### config.mk
export PLATFORM = sky130hd
export DESIGN_NAME = maverickone_reg_scoreboard
export DESIGN_NICKNAME = d
export VERILOG_FILES = /design/src/rtl/maverickone_reg_scoreboard_pkg.sv /design/src/rtl/maverickone_reg_scoreboard_counter.sv /design/src/rtl/maverickone_reg_scoreboard.sv
export SDC_FILE = /design/constraint.sdc
export NUM_CORES = 1
export LEC_CHECK = 0
export CORE_MARGIN = 1
export CORE_UTILIZATION = 55
export DETAILED_ROUTE_END_ITERATION = 8
export PLACE_DENSITY_LB_ADDON = 0.05
export SYNTH_ARGS = -nofsm -noshare
export SYNTH_HDL_FRONTEND = slang
export SYNTH_SLANG_ARGS = --single-unit
### constraint.sdc
create_clock -name clk_i -period 6.55 [get_ports clk_i]
set_input_delay 1.965 -clock clk_i [delete_from_list [all_inputs] [get_ports clk_i]]
set_output_delay 1.965 -clock clk_i [all_outputs]
set_load 0.03 [all_outputs]
### src/rtl/maverickone_reg_scoreboard_pkg.sv
// Shared constants and types for the maverickOne register scoreboard and
// the instruction launcher that consumes its lock vector.
package maverickone_reg_scoreboard_pkg;

  localparam int NUM_REGS        = 32;
  localparam int NUM_OUTSTANDING = 4;
  localparam int NUM_WB_PORTS    = 2;

  localparam int REG_IDX_W = $clog2(NUM_REGS);
  localparam int CNT_W     = $clog2(NUM_OUTSTANDING + 1);

  typedef logic [REG_IDX_W-1:0] reg_idx_t;
  typedef logic [NUM_REGS-1:0]  locks_t;

endpackage

### src/rtl/maverickone_reg_scoreboard_counter.sv
// One register's pending-write counter. It counts up by at most one and down
// by up to NWB per cycle, clamping at 0 and NOS and flagging either clamp.
module maverickone_reg_scoreboard_counter #(
  parameter int NOS = 4,
  parameter int NWB = 2,
  parameter int CW  = $clog2(NOS + 1),
  parameter int DW  = $clog2(NWB + 1)
) (
  input  logic          clk_i,
  input  logic          rst_i,
  input  logic          clear_i,
  input  logic          inc_i,
  input  logic [DW-1:0] dec_i,
  output logic          nonzero_o,
  output logic          full_o,
  output logic          underflow_o,
  output logic          overflow_o
);

  // Two extra bits give headroom for both the +1 and the negative range.
  localparam int SW = CW + 2;

  logic [CW-1:0]        cnt_q;
  logic [CW-1:0]        cnt_d;
  logic signed [SW-1:0] sum;

  // Net update with range check; a flush wipes the count and suppresses flags.
  always_comb begin
    sum         = $signed({2'b00, cnt_q}) + $signed(SW'(inc_i)) - $signed(SW'(dec_i));
    cnt_d       = cnt_q;
    underflow_o = 1'b0;
    overflow_o  = 1'b0;
    if (clear_i) begin
      cnt_d = '0;
    end else if (sum < 0) begin
      cnt_d       = '0;
      underflow_o = 1'b1;
    end else if (sum > $signed(SW'(NOS))) begin
      cnt_d      = CW'(NOS);
      overflow_o = 1'b1;
    end else begin
      cnt_d = sum[CW-1:0];
    end
  end

  // Counter state register.
  always_ff @(posedge clk_i) begin
    if (rst_i) begin
      cnt_q <= '0;
    end else begin
      cnt_q <= cnt_d;
    end
  end

  assign nonzero_o = (cnt_q != '0);
  assign full_o    = (cnt_q == CW'(NOS));

endmodule

### src/rtl/maverickone_reg_scoreboard.sv
// Register scoreboard: counts in-flight writes per architectural register and
// presents a lock vector to the launcher. Register 0 is never tracked.
module maverickone_reg_scoreboard
  import maverickone_reg_scoreboard_pkg::*;
#(
  parameter int NR  = NUM_REGS,
  parameter int NOS = NUM_OUTSTANDING,
  parameter int NWB = NUM_WB_PORTS,
  parameter int RIW = $clog2(NR),
  parameter int CW  = $clog2(NOS + 1)
) (
  input  logic               clk_i,
  input  logic               rst_i,
  input  logic               clear_i,
  input  logic               launch_valid_i,
  input  logic               launch_ready_i,
  input  logic               launch_wr_i,
  input  logic [RIW-1:0]     launch_rd_i,
  output logic               launch_allow_o,
  input  logic [NWB-1:0]     wb_valid_i,
  input  logic [NWB*RIW-1:0] wb_rd_i,
  output logic [NR-1:0]      locks_o,
  output logic [CW-1:0]      outstanding_o,
  output logic               err_o
);

  localparam int DW = $clog2(NWB + 1);
  localparam int SW = CW + 2;

  logic          fire;
  logic          fire_ok;
  logic          fire_blocked;
  logic          wb_hit_rd;
  logic [DW-1:0] wb_nz_count;
  logic [NR-1:0] inc;
  logic [DW-1:0] dec [NR];

  logic [NR-1:0] nonzero;
  logic [NR-1:0] full;
  logic [NR-1:0] underflow;
  logic [NR-1:0] overflow;

  logic [CW-1:0]        total_q;
  logic [CW-1:0]        total_d;
  logic signed [SW-1:0] total_sum;
  logic                 total_clamp;
  logic                 err_q;
  logic                 err_d;

  assign fire = launch_valid_i & launch_ready_i & launch_wr_i & (launch_rd_i != '0);

  // Decode writeback ports into per-register decrement counts and spot any
  // writeback that frees a slot on the register currently being launched.
  always_comb begin
    wb_hit_rd   = 1'b0;
    wb_nz_count = '0;
    for (int r = 0; r < NR; r++) begin
      dec[r] = '0;
    end
    for (int k = 0; k < NWB; k++) begin
      if (wb_valid_i[k] && (wb_rd_i[k*RIW +: RIW] != '0)) begin
        wb_nz_count = wb_nz_count + DW'(1);
        if (wb_rd_i[k*RIW +: RIW] == launch_rd_i) begin
          wb_hit_rd = 1'b1;
        end
        for (int r = 1; r < NR; r++) begin
          if (wb_rd_i[k*RIW +: RIW] == RIW'(r)) begin
            dec[r] = dec[r] + DW'(1);
          end
        end
      end
    end
  end

  assign launch_allow_o = ~full[launch_rd_i] | wb_hit_rd;
  assign fire_ok        = fire & launch_allow_o;
  assign fire_blocked   = fire & ~launch_allow_o;

  // One-hot increment for the accepted launch destination.
  always_comb begin
    inc = '0;
    if (fire_ok) begin
      inc[launch_rd_i] = 1'b1;
    end
  end

  assign nonzero[0]   = 1'b0;
  assign full[0]      = 1'b0;
  assign underflow[0] = 1'b0;
  assign overflow[0]  = 1'b0;

  for (genvar r = 1; r < NR; r++) begin : g_cnt
    maverickone_reg_scoreboard_counter #(
      .NOS (NOS),
      .NWB (NWB),
      .CW  (CW),
      .DW  (DW)
    ) u_cnt (
      .clk_i       (clk_i),
      .rst_i       (rst_i),
      .clear_i     (clear_i),
      .inc_i       (inc[r]),
      .dec_i       (dec[r]),
      .nonzero_o   (nonzero[r]),
      .full_o      (full[r]),
      .underflow_o (underflow[r]),
      .overflow_o  (overflow[r])
    );
  end

  // Total in-flight count, clamped to 0..NOS; flush drops it to zero.
  always_comb begin
    total_sum   = $signed({2'b00, total_q}) + $signed(SW'(fire_ok)) - $signed(SW'(wb_nz_count));
    total_d     = total_q;
    total_clamp = 1'b0;
    if (clear_i) begin
      total_d = '0;
    end else if (total_sum < 0) begin
      total_d     = '0;
      total_clamp = 1'b1;
    end else if (total_sum > $signed(SW'(NOS))) begin
      total_d     = CW'(NOS);
      total_clamp = 1'b1;
    end else begin
      total_d = total_sum[CW-1:0];
    end
  end

  // Sticky error: any clamp or blocked launch; flushed-cycle events are ignored.
  always_comb begin
    err_d = err_q | (~clear_i & ((|underflow) | (|overflow) | total_clamp | fire_blocked));
  end

  // Total and error state registers; only reset clears the error.
  always_ff @(posedge clk_i) begin
    if (rst_i) begin
      total_q <= '0;
      err_q   <= 1'b0;
    end else begin
      total_q <= total_d;
      err_q   <= err_d;
    end
  end

  assign locks_o       = nonzero;
  assign outstanding_o = total_q;
  assign err_o         = err_q;

endmodule

==> run summary <==
The run finished with clean final reports. The count of unresolved DRC violations after routing is 0. The TritonCTS buffer count came out at 9. Clock tree synthesis found a total of 97 sinks. The placer's final routability congestion estimate is 0.987.

Wire segments on met3 add up to 2.88 mm in the final route. The number of nets handed over by synthesis was roughly 2000. In the synthesized netlist the dominant register cell turns out to be sky130_fd_sc_hd__dfxtp_1. The first detailed-routing pass ran for 8 iterations. The total non-filler cell area in the finished layout is 0.0149 mm^2. The worst slew margin relative to its limit came out at 36.3%. The share of post-route cells with drive strength above 1 came out at 13.6%. The detailed router used layers up to and including met4. The vias after detailed routing came out at 11800. The total overflow reported by the global router came out at 0.

The highest ir drop seen on vdd is ~0.14 mV. Relative to the synthesized area, the layout overhead comes to 18.0%. After legalization and detailed placement, the total HPWL measured between 30 and 40 mm. Of the total power, the clock network draws approximately 32%.

The quantity of I/O buffers inserted on ports is between 50 and 60. The first-pass GRT wire length came out at 58.2 mm. The reported max-cap violation count is 0. The count of endpoints failing hold in the final timing report came out at 0. In the final routed layout, each cell accounts on average for around 18 um.

The clock insertion delay at the later pin of the skew report is 370 ps. TritonCTS built the clock tree. The final design utilization is around two thirds.

The power per unit of standard cell area is 133 mW/mm^2. The setup path with the least slack is of type input pin to output port. The switching share of power is around 35%. The number of ports placed on the die boundary came out at 60. The unique cell type count in the Yosys netlist came out at 77.

STA classifies the critical path startpoint as an input pin. For the pin with the worst max-slew slack, the measured transition is 954 ps. The total routed wirelength came out at between 30 and 40 mm. Entering global routing, the biggest net connects 26 pins. The post-route clock skew came out at 10.5 ps. The maximum number of buffers from clock root to sink is 2. The minimum clock period came out at approximately 6500 ps. The via count of the first global-routing pass was 11200.

The die footprint is about 0.024 mm^2. The leakage power figure came out at between 7 and 8 nW. The post-detailed-route via-to-cell ratio is around 5.6. The leading area contributor after synthesis is sky130_fd_sc_hd__ha_1. Synthesis inferred 97 register bits. Detailed routing placed a total of 17.2 mm of wire on met2.

The number of max-slew violations in the final report came out at 0. The all-layer global routing usage came out at 32.1%. For this block, the initial DRC count from the detailed router was 900. The H-tree depth came out at 3. After synthesis, the most frequently instantiated cells are sky130_fd_sc_hd__inv_1 (305), sky130_fd_sc_hd__ha_1 (256), sky130_fd_sc_hd__nor2_1 (171), sky130_fd_sc_hd__nand2_1 (113), sky130_fd_sc_hd__dfxtp_1 (97). The core outline area came out at 0.0226 mm^2. In this run the power spent charging and discharging nets is 0.704 mW. The detailed router put a total of 15.9 mm of wire on met1. The instance area at placement came out at ~0.015 mm^2.

The arrival time of data at the critical path endpoint came out at 4550 ps. For this run, the top clock speed supported by timing is 154 MHz. The most common cell in the synthesized netlist is sky130_fd_sc_hd__inv_1. The share of Yosys cell area claimed by the top area cell type came out at 25.4%. The die height came out at 154 um. The min-delay analysis places its worst path in the category register to register. The sequential cell fraction of total power is between 30% and 40%. The internal power component is 1.28 mW. The share of the yosys chip area belonging to registers is 15.4%.

Setup violations remaining at the end of the flow were counted as 0. The post-synthesis instance total is 1652. By area the synthesized netlist is led by sky130_fd_sc_hd__ha_1 (25%), sky130_fd_sc_hd__dfxtp_1 (15%), sky130_fd_sc_hd__inv_1 (9.1%), sky130_fd_sc_hd__nor2_1 (5.1%), sky130_fd_sc_hd__fa_1 (5.1%). The row count is 55. The total inserted antenna cells is 0. Of all nets on the critical path, the largest fanout is 6. The count of warnings emitted by yosys is 0.

The setup fix buffers added after clock tree synthesis came out at 0. The number of buffers inserted by hold repair at cts came out at 0. The final-layout setup total negative slack came out at 0 ps. In the synthesized netlist the async set-or-reset flop fraction comes to 0%. Yosys mapped a number of flops with a built-in enable equal to 0.

The endpoint kind of the worst setup timing path is an output port. Of the total power, combinational logic draws ~36%. The synthesized area came out at around 0.013 mm^2. The mean cell area of the mapped netlist is ~7.6 um^2. The clock tree root buffer cell is sky130_fd_sc_hd__clkbuf_16. The clock slew at the register clock pins of the worst setup and hold paths is 80 ps.

The number of nets in the final layout is 2142. The initial antenna violation count came out at 1. In this run the remaining antenna-violating nets after routing total 0. The post-route fraction of the period consumed by the critical path is 99.4%. The worst endpoint required time came out at between 4000 and 5000 ps.

The initial utilization of the core area, before any placement, comes to 56.0%. The width of the chip is 154 um.
-- through the flow --
| stage | setup WS [ps] | std cells | total power [mW] | hold slack [ps] |
|---|---|---|---|---|
| after detailed placement | -513 | 2105 | 1.33 | 519 |
| after floorplan | 613 | 1652 | 1.06 | 467 |
| after global routing | -56.0 | 2121 | 2.07 | 560 |
| after CTS | 45.2 | 2121 | 1.97 | 535 |
| final | 38.4 | 2121 | 1.98 | 535 |
| after global placement | -472 | 2105 | 1.32 | 512 |
-- worst max-delay path, cell delays in order --
cell	delay (ps)
sky130_fd_sc_hd__clkdlybuf4s50_1	590
sky130_fd_sc_hd__buf_4	180
sky130_fd_sc_hd__or2_4	160
sky130_fd_sc_hd__a21oi_1	70
sky130_fd_sc_hd__o41ai_2	430
sky130_fd_sc_hd__o2111ai_1	170
sky130_fd_sc_hd__or4_4	620
sky130_fd_sc_hd__buf_4	170
sky130_fd_sc_hd__buf_4	170
-- cell families after synthesis --
logic type      share of synthesized area, %
flops                                   15.4
compound gates                          13.8
simple gates                            20.8
fa+ha+maj                               30.4
buf+inv                                 12.1
xor+xnor                                4.44
mux                                     3.00
other cells                           0.0297
-- layout make-up --
class,count,area [um^2]
fillers,2034,7670
well taps,285,357
clock inverters,5,86.3
multi-input cells,1187,9210
repair buffers,231,1900
clock buffers,11,253
flip-flops and latches,97,1940
inverters,305,1140
-- routing by layer --
metal	vias up	GRT usage, %
li1	5858	-
met1	5474	40.5
met2	373	54.1
met3	82	5.58
met4	0	12.7
met5	-	0
-- worst paths after layout --
check,start,end,slack [ps],cells after the start
max,launch_rd_i[0],launch_allow_o,40,9
min,g_cnt[2].u_cnt.cnt_q[2]$_SDFF_PP0_,g_cnt[2].u_cnt.cnt_q[2]$_SDFF_PP0_,540,2
max reg2reg,g_cnt[3].u_cnt.cnt_q[2]$_SDFF_PP0_,err_o$_SDFF_PP0_,1960,20
min reg2reg,g_cnt[2].u_cnt.cnt_q[2]$_SDFF_PP0_,g_cnt[2].u_cnt.cnt_q[2]$_SDFF_PP0_,540,2
-- layout by cell type (no fill, tap or decap), types with 4 or more instances in the layout --
cell type and count:
sky130_fd_sc_hd__inv_1 305, sky130_fd_sc_hd__ha_1 256, sky130_fd_sc_hd__buf_4 172, sky130_fd_sc_hd__nor2_1 170, sky130_fd_sc_hd__nand2_1 113, sky130_fd_sc_hd__dfxtp_1 97
sky130_fd_sc_hd__a21oi_1 94, sky130_fd_sc_hd__o21ai_0 66, sky130_fd_sc_hd__clkdlybuf4s50_1 55, sky130_fd_sc_hd__xnor2_1 40, sky130_fd_sc_hd__nand2b_1 38, sky130_fd_sc_hd__nor3_1 38
sky130_fd_sc_hd__fa_1 32, sky130_fd_sc_hd__mux2_2 31, sky130_fd_sc_hd__xor2_1 24, sky130_fd_sc_hd__nor2b_1 22, sky130_fd_sc_hd__or3_1 21, sky130_fd_sc_hd__nor3b_1 19
sky130_fd_sc_hd__nand3_1 17, sky130_fd_sc_hd__nand4_1 15, sky130_fd_sc_hd__o211ai_1 11, sky130_fd_sc_hd__o21bai_1 10, sky130_fd_sc_hd__a211oi_1 10, sky130_fd_sc_hd__a22oi_1 10
sky130_fd_sc_hd__a31oi_1 9, sky130_fd_sc_hd__a21o_1 9, sky130_fd_sc_hd__and2_1 9, sky130_fd_sc_hd__nor4_1 9, sky130_fd_sc_hd__clkbuf_16 9, sky130_fd_sc_hd__nor4b_1 8
sky130_fd_sc_hd__o31ai_1 7, sky130_fd_sc_hd__a21boi_0 7, sky130_fd_sc_hd__nand3b_1 6, sky130_fd_sc_hd__a311oi_1 6, sky130_fd_sc_hd__a221o_1 5, sky130_fd_sc_hd__or2_2 4
sky130_fd_sc_hd__o221ai_1 4
-- repair_timing --
| action | CTS | global route |
|---|---|---|
| gates resized for setup | 5 | 9 |
| pin swaps | 0 | 2 |
| endpoints found under the hold margin | 0 | 0 |
| endpoints found under the setup margin | 2 | 2 |
| gates cloned | 0 | 0 |
-- flip-flops by register name (all words and copies together) (netlist names) --
signal,flops
g_cnt.u_cnt.cnt_q,93
outstanding_o,3
err_o,1
-- power groups by stage --
stage | combinational [mW] | sequential (mW) | clock, mW
3_5_place_dp | 0.694 | 0.637 | 0
6_report | 0.720 | 0.624 | 0.638
5_1_grt | 0.781 | 0.626 | 0.664
4_1_cts | 0.700 | 0.624 | 0.645
2_1_floorplan | 0.430 | 0.632 | 0
3_3_place_gp | 0.687 | 0.638 | 0
No activity file was read; power rests on OpenSTA's default activity.
